==> src/rtl/rotating_counter_display_if.sv <==
// Bundles the control inputs and display outputs of rotating_counter_display.
// The master side drives en/up; the slave side (the display block) drives cnt/rot/seg.
interface rotating_counter_display_if #(
  parameter int CH = 2,
  parameter int W  = 3
);
  localparam int RW = (CH > 1) ? $clog2(CH) : 1;

  logic            en;
  logic [CH-1:0]   up;
  logic [CH*W-1:0] cnt;
  logic [RW-1:0]   rot;
  logic [CH*7-1:0] seg;

  modport master (output en, output up, input cnt, input rot, input seg);
  modport slave  (input en, input up, output cnt, output rot, output seg);
endinterface

==> src/rtl/rotating_counter_display.sv <==
// Multi-channel modulo counter with per-channel rate division and direction,
// periodically rotating which channel each 7-segment digit shows.
module rotating_counter_display #(
  parameter int CH        = 2,
  parameter int MOD       = 6,
  parameter int W         = 3,
  parameter int DIV_BASE  = 23,
  parameter int ROT_TICKS = 30
) (
  input logic                     clk,
  input logic                     rst,
  rotating_counter_display_if.slave bus
);
  localparam int PW  = DIV_BASE + CH - 1;
  localparam int RW  = (CH > 1) ? $clog2(CH) : 1;
  localparam int RCW = (ROT_TICKS > 1) ? $clog2(ROT_TICKS) : 1;

  localparam logic [W-1:0]   CNT_MAX = W'(MOD - 1);
  localparam logic [RW-1:0]  ROT_MAX = RW'(CH - 1);
  localparam logic [RCW-1:0] RC_LAST = RCW'(ROT_TICKS - 1);

  logic [PW-1:0]  pre;
  logic [W-1:0]   cnt_r [CH];
  logic [RCW-1:0] rc;
  logic [RW-1:0]  rot_r;
  logic [CH-1:0]  tick;

  function automatic logic [W-1:0] cnt_up(input logic [W-1:0] v);
    return (v == CNT_MAX) ? '0 : v + 1'b1;
  endfunction

  function automatic logic [W-1:0] cnt_down(input logic [W-1:0] v);
    return (v == '0) ? CNT_MAX : v - 1'b1;
  endfunction

  // Active-low {g,f,e,d,c,b,a}; out-of-range values blank the digit.
  function automatic logic [6:0] seg_decode(input logic [W-1:0] v);
    logic [6:0] s;
    if (32'(v) >= MOD) begin
      s = 7'h7F;
    end else begin
      case (32'(v))
        0:       s = 7'h40;
        1:       s = 7'h79;
        2:       s = 7'h24;
        3:       s = 7'h30;
        4:       s = 7'h19;
        5:       s = 7'h12;
        6:       s = 7'h02;
        7:       s = 7'h78;
        8:       s = 7'h00;
        9:       s = 7'h10;
        default: s = 7'h7F;
      endcase
    end
    return s;
  endfunction

  for (genvar i = 0; i < CH; i++) begin : g_chan
    assign tick[i] = bus.en & (&pre[DIV_BASE+i-1:0]);
    assign bus.cnt[i*W +: W] = cnt_r[i];
  end

  assign bus.rot = rot_r;

  // The rotation step uses the pre-edge rc, so it lands on the same edge as the counts.
  always_ff @(posedge clk) begin
    if (rst) begin
      pre   <= '0;
      rc    <= '0;
      rot_r <= '0;
      for (int i = 0; i < CH; i++) cnt_r[i] <= '0;
    end else begin
      if (bus.en) pre <= pre + 1'b1;
      for (int i = 0; i < CH; i++) begin
        if (tick[i]) cnt_r[i] <= bus.up[i] ? cnt_up(cnt_r[i]) : cnt_down(cnt_r[i]);
      end
      if (tick[CH-1]) begin
        if (rc == RC_LAST) begin
          rc    <= '0;
          rot_r <= (rot_r == ROT_MAX) ? '0 : rot_r + 1'b1;
        end else begin
          rc <= rc + 1'b1;
        end
      end
    end
  end

  for (genvar d = 0; d < CH; d++) begin : g_digit
    logic [W-1:0] shown;

    always_comb begin
      shown = '0;
      for (int c = 0; c < CH; c++) begin
        if (((d + int'(rot_r)) % CH) == c) shown = cnt_r[c];
      end
    end

    assign bus.seg[d*7 +: 7] = seg_decode(shown);
  end
endmodule

==> src/flat_wrapper.sv <==
// flat-port wrapper written by rule: the top's interface ports become plain ports
module rotating_counter_display_flat 
#(
  parameter int CH        = 2,
  parameter int MOD       = 6,
  parameter int W         = 3,
  parameter int DIV_BASE  = 23,
  parameter int ROT_TICKS = 30
)
  (clk, rst, bus_en, bus_up, bus_cnt, bus_rot, bus_seg);
  rotating_counter_display_if #(.CH(CH), .W(W)) bus_i ();
  input logic clk;
  input logic rst;
  input wire logic [$bits(bus_i.en)-1:0] bus_en;
  input wire logic [$bits(bus_i.up)-1:0] bus_up;
  output wire logic [$bits(bus_i.cnt)-1:0] bus_cnt;
  output wire logic [$bits(bus_i.rot)-1:0] bus_rot;
  output wire logic [$bits(bus_i.seg)-1:0] bus_seg;
  assign bus_i.en = bus_en;
  assign bus_i.up = bus_up;
  assign bus_cnt = bus_i.cnt;
  assign bus_rot = bus_i.rot;
  assign bus_seg = bus_i.seg;
  rotating_counter_display #(.CH(CH), .MOD(MOD), .W(W), .DIV_BASE(DIV_BASE), .ROT_TICKS(ROT_TICKS)) u_core (.clk(clk), .rst(rst), .bus(bus_i));
endmodule
==> config.mk <==
export PLATFORM = sky130hd
export DESIGN_NAME = rotating_counter_display_flat
export DESIGN_NICKNAME = d
export VERILOG_FILES = /design/src/rtl/rotating_counter_display_if.sv /design/src/rtl/rotating_counter_display.sv /design/src/flat_wrapper.sv
export SDC_FILE = /design/constraint.sdc
export NUM_CORES = 1
export LEC_CHECK = 0
export BUFFER_PORTS_ARGS = -buffer_cell sky130_fd_sc_hd__buf_2
export CAP_MARGIN = 0
export CORE_MARGIN = 2
export CORE_UTILIZATION = 45
export CTS_CLUSTER_SIZE = 10
export DETAILED_ROUTE_END_ITERATION = 12
export SKIP_LAST_GASP = 1
export SYNTH_ARGS = -nofsm -noshare
export SYNTH_HDL_FRONTEND = slang
export SYNTH_SLANG_ARGS = --single-unit
==> constraint.sdc <==
create_clock -name clk -period 6.21 [get_ports clk]
set_input_delay 0.9315 -clock clk [delete_from_list [all_inputs] [get_ports clk]]
set_output_delay 0.9315 -clock clk [all_outputs]
set_load 0.02 [all_outputs]
### Word-level counts from Yosys, hierarchy flattened

Memory sizes are Yosys's and may differ from the RTL's.
Cells that the tools add are included.

* flip-flop bits (word level): 30
* memory bits (writable): 6
* ROM bits: 112
* input bits: 5
* memories kept: 3

* $add $sub $neg: 8
* order comparisons: 2
* equality and inequality tests: 4
* multiplexer cells: 24
* bitwise gates (word level): 5
* reductions and logical operators: 7

Memories
* (no name shown): words 8, width 7, rd ports 1, clocked after Yosys merged registers in 0, wr ports 0, line rotating_counter_display.sv:42 `case (32'(v))`
* (no name shown): words 8, width 7, rd ports 1, clocked after Yosys merged registers in 0, wr ports 0, line rotating_counter_display.sv:42
* u_core.cnt_r: words 2, width 3, rd ports 2, clocked after Yosys merged registers in 0, wr ports 2, line rotating_counter_display.sv:23 `logic [W-1:0] cnt_r [CH];`

Operators by type and width (number)
* $logic_not A32 Y1: 2
* $mux W3: 12
* $add A24 B1 Y24 const B: 1
* $reduce_and A24 Y1: 1
* $reduce_and A23 Y1: 1
* $mux W7: 2
* $mux W1: 9
* $add A3 B1 Y3 const B: 2
* $eq A3 B3 Y1 const B: 2
* $ge A3 B3 Y1 const B: 2
* $logic_not A3 Y1: 2
* $sub A3 B1 Y3 const B: 2
* $add A5 B1 Y5 const B: 1
* $eq A5 B5 Y1 const B: 1
* $mux W5: 1
* $and A1 B1 Y1: 2
* $eq A2 B2 Y1 const B: 1
* $or A1 B1 Y1: 2
* $reduce_and A2 Y1: 1
* $add A1 B1 Y1 const A: 1
* $add A1 B1 Y1 const B: 1
* $and A1 B1 Y1 const A: 1

### Depth between registers and ports, before layout

* depth in word-level cells: 7
* mapped depth: 7
* gate-level depth less buffers: 6

### Worst setup path before layout

Ideal clock, no wire load.

* kind: register to output
* start: reg u_core.rot_r (netlist: u_core.bus.rot)
* end: out bus_seg[5]
* data arrival time: 2013 ps
* setup slack: 3265 ps
* cell stages (with the launch flop): 7
* buffers on the path: 1
* path through: dfxtp_1 > clkbuf_1 > mux2i_1 > inv_1 > ha_1 > nor3_1 > a21oi_1

* longest elaborated chain between the ends: 5

Ends and longest elaborated chain
* start: declaration: line rotating_counter_display.sv:25 `logic [RW-1:0] rot_r;`
* start signal: assignment: line rotating_counter_display.sv:81 `rot_r <= (rot_r == ROT_MAX) ? '0 : rot_r + 1'b1;`
* $logic_not A32 Y1: line rotating_counter_display.sv:95 `if (((d + int'(rot_r)) % CH) == c) shown = cnt_r[c];`
* $mux W3: line rotating_counter_display.sv:95
* $mux W3 *: line rotating_counter_display.sv:95
* $mem_v2 Z8 W7 / $ge A3 B3 Y1 (equally long branches)
* $mux W7 *: line rotating_counter_display.sv:39 `if (32'(v) >= MOD) begin`
* end: declaration: line flat_wrapper.sv:18 `output wire logic [$bits(bus_i.seg)-1:0] bus_seg;`

Every way passes the cells marked *; elsewhere a longest branch is shown, timed or not.

### Final worst setup path

* start: reg u_core.rot_r (netlist: u_core.bus.rot)
* end: out bus_seg[12]

* longest elaborated chain between the ends: 7

Ends and longest elaborated chain (line)
* $add A1 B1 Y1 *: rotating_counter_display.sv:95
* $and A1 B1 Y1 (no source line)
* $logic_not A32 Y1: rotating_counter_display.sv:95
* $mux W3: rotating_counter_display.sv:95
* $mux W3 *: rotating_counter_display.sv:95
* $mem_v2 Z8 W7 / $ge A3 B3 Y1 (equally long branches)
* $mux W7 *: rotating_counter_display.sv:39

Marks and branches as above.

==> run summary <==
IO Port Bufs -> 25
Ys Warns -> 0
Vias in the first global route -> 1,613
Count leader, synth -> dfxtp_1
Max_cap viols -> 0
Die Wd -> 74.04 um
Yosys top cell area share -> 27.21%
Critical Path Sink -> bus_seg[12]
CTS resizes -> 0
CTS clk-pin slew, worst paths -> 0.07 ns
Share of cells above drive strength 1 -> 15.77%
Vias/cell -> 5.416
WL/cell -> 11.88 um
Post-DP HPWL -> 2.925 mm
Fin crit share -> 52.71%
Die area -> 0.005481 mm^2
Rows -> 25
R2R Setup Slk -> 3.92 ns
Asr flop ratio synth -> 0%
Commonest cells in the netlist -> dfxtp_1, a21oi_1, nor2_1
Beginning of the worst hold path -> u_core.pre[23]
Layout net count -> 296
Worst EP required -> 5.28 ns
Seq/Total Area, Yosys -> 35.37%
Total Wirelength -> 4.109 mm
Max H-tree Level -> 2
Synth Instances -> 260
Total GRT Usage -> 16.39%
Pins Over Slew Limit -> 0
Worst Path Class, Setup -> reg2out
Crit path arrival time -> 2.34 ns
P per Cell Area -> 197.0 mW/mm^2
Hold Worst Slack -> 0.4863 ns
Hold Path Class -> reg2reg
Main synth FF type -> dfxtp_1
Worst Tran Pin Value -> 0.9048 ns
Synth top area cells -> dfxtp_1, edfxtp_1, ha_1
Total I/O pin count -> 26
Setup violations, final -> 0
Via count -> 1,874
Crit. End Element -> primary output
RR Endpoint -> u_core.cnt_r[0][1]
Starting Density -> 46.73%
Period minus WS final -> 3.274 ns
Drt pass-1 iters -> 4
Post-Syn Area -> 0.002207 mm^2
Diode count -> 0
Total Power -> 0.4818 mW
Synth cell types -> 45
Post-synth EDFFs -> 6
Max FO, Critical Path -> 11
Rel. slew slack -> 39.13%
Total CTS buffers -> 5
Worst-Skew Late Latency -> 0.29 ns
First-iteration detailed-routing DRC count -> 53
Mapped Avg Cell Area -> 8.489 um^2
CTS sink count -> 36
Syn-to-layout area delta -> 10.83%
Setup Skew -> 0.006638 ns
Fmax -> 0.3055 GHz
Remaining DRCs -> 0
Core ar. -> 0.004723 mm^2
Fin. Hold Viols -> 0
Initial antenna violation count -> 0
Cts hold-fix bufs -> 0
Final TNS setup -> 0 ns
TritonCTS clock tree -> yes
Synth Net Count -> 278
R2R Path Start -> u_core.pre[6]
Final ANT Viol Nets -> 0
Static Leak -> 0.8845 nW
Post CTS Setup Buffer Count -> 0
Run status -> completed
Clock buffer depth -> 2
Worst reg2reg path depth -> 3
#FFs+latches synth -> 36
Final core utilization -> 51.79%
Synth area leader -> dfxtp_1
Hold depth -> 2
Placer Congestion -> 0.8017
Largest net degree at the start of global routing -> 33
Critical path startpoint -> u_core.bus.rot
Worst VDD drop -> 0.0001393 V
Global-route wire length before repair -> 7.065 mm
RSZ-0062 raised after global routing -> no
Setup crit start kind -> register
Die height -> 74.04 um
Total congestion overflow -> 0
CTS root buf -> clkbuf_8
-- where the power goes --
part	internal, mW	total (mW)	leakage [nW]	switching (mW)
logic	0.0197	0.0545	0.534	0.0348
clock network	0.101	0.181	0.0515	0.0801
registers	0.240	0.246	0.299	0.00565
-- placed cells by master, fill, tap and decap left out, drive strengths merged, types with 5 or more instances in the layout --
cell and n:
mux2i 7, clkbuf 8, nor2 26, nand3 9
a21oi 26, o21ai 9, nand2 17, or4 10
buf 25, xnor2 8, a211oi 5, inv 14
ha 13, dfxtp 30, o31ai 8, edfxtp 6
nand4 8, nor3 8, xor2 6
-- critical path: stages (launching register included) --
cell     delay (ns)
dfxtp_1        0.63
mux2i_1        0.51
inv_1          0.17
ha_1           0.27
nor3_1         0.25
a21oi_1        0.07
buf_2          0.17
-- sequential cells by signal (all words and copies together), names as in the netlist --
signal,cells
u_core.bus.rot,1
u_core.cnt_r,6
u_core.pre,24
u_core.rc,5
-- routing by layer --
| layer | routed length (um) | GRT usage, % |
|---|---|---|
| met1 | 1974 | 20.19 |
| met2 | 1900 | 28.27 |
| met3 | 182 | 4.201 |
| met4 | 51 | 4.848 |
| met5 | 0 | 0 |
-- area by class of cell --
| cell class | count | area (um^2) |
|---|---|---|
| fillers | 468 | 2277 |
| multi-input cells | 196 | 1304 |
| flip-flops and latches | 36 | 780.7 |
| repair buffers | 25 | 125.1 |
| clock buffers | 8 | 100.1 |
| well taps | 67 | 83.83 |
| inverters | 14 | 52.55 |
-- kinds of logic (layout without fill, tap and decap cells) --
kind of cell	after synthesis	in the layout	share of synthesized area, %
AO/OA/AOI/OAI	58	58	16.67
XOR/XNOR	14	14	5.556
adder cells (fa/ha/maj)	13	13	7.370
buffers and inverters	28	47	5.555
flip-flops	36	36	35.37
multiplexers	9	9	4.195
AND/OR/NAND/NOR	102	102	25.28
-- worst min path at each step --
| stage | end | slack (ns) |
|---|---|---|
| global placement | u_core.pre[23] | 0.47 |
| global route | u_core.pre[21] | 0.51 |
| floorplan | u_core.pre[21] | 0.45 |
| detailed placement | u_core.pre[21] | 0.48 |
| CTS | u_core.pre[21] | 0.49 |
| finish | u_core.pre[23] | 0.49 |
-- per-stage QoR --
stage               cell area (um^2)  std cells  worst slack, ns
finish                          2446        346            2.936
global route                    2446        346            2.711
CTS                             2446        346            2.919
detailed placement              2346        338            3.233
global placement                2346        338            3.340
floorplan                       2207        260            3.265
(Power assumes the default switching activity.)
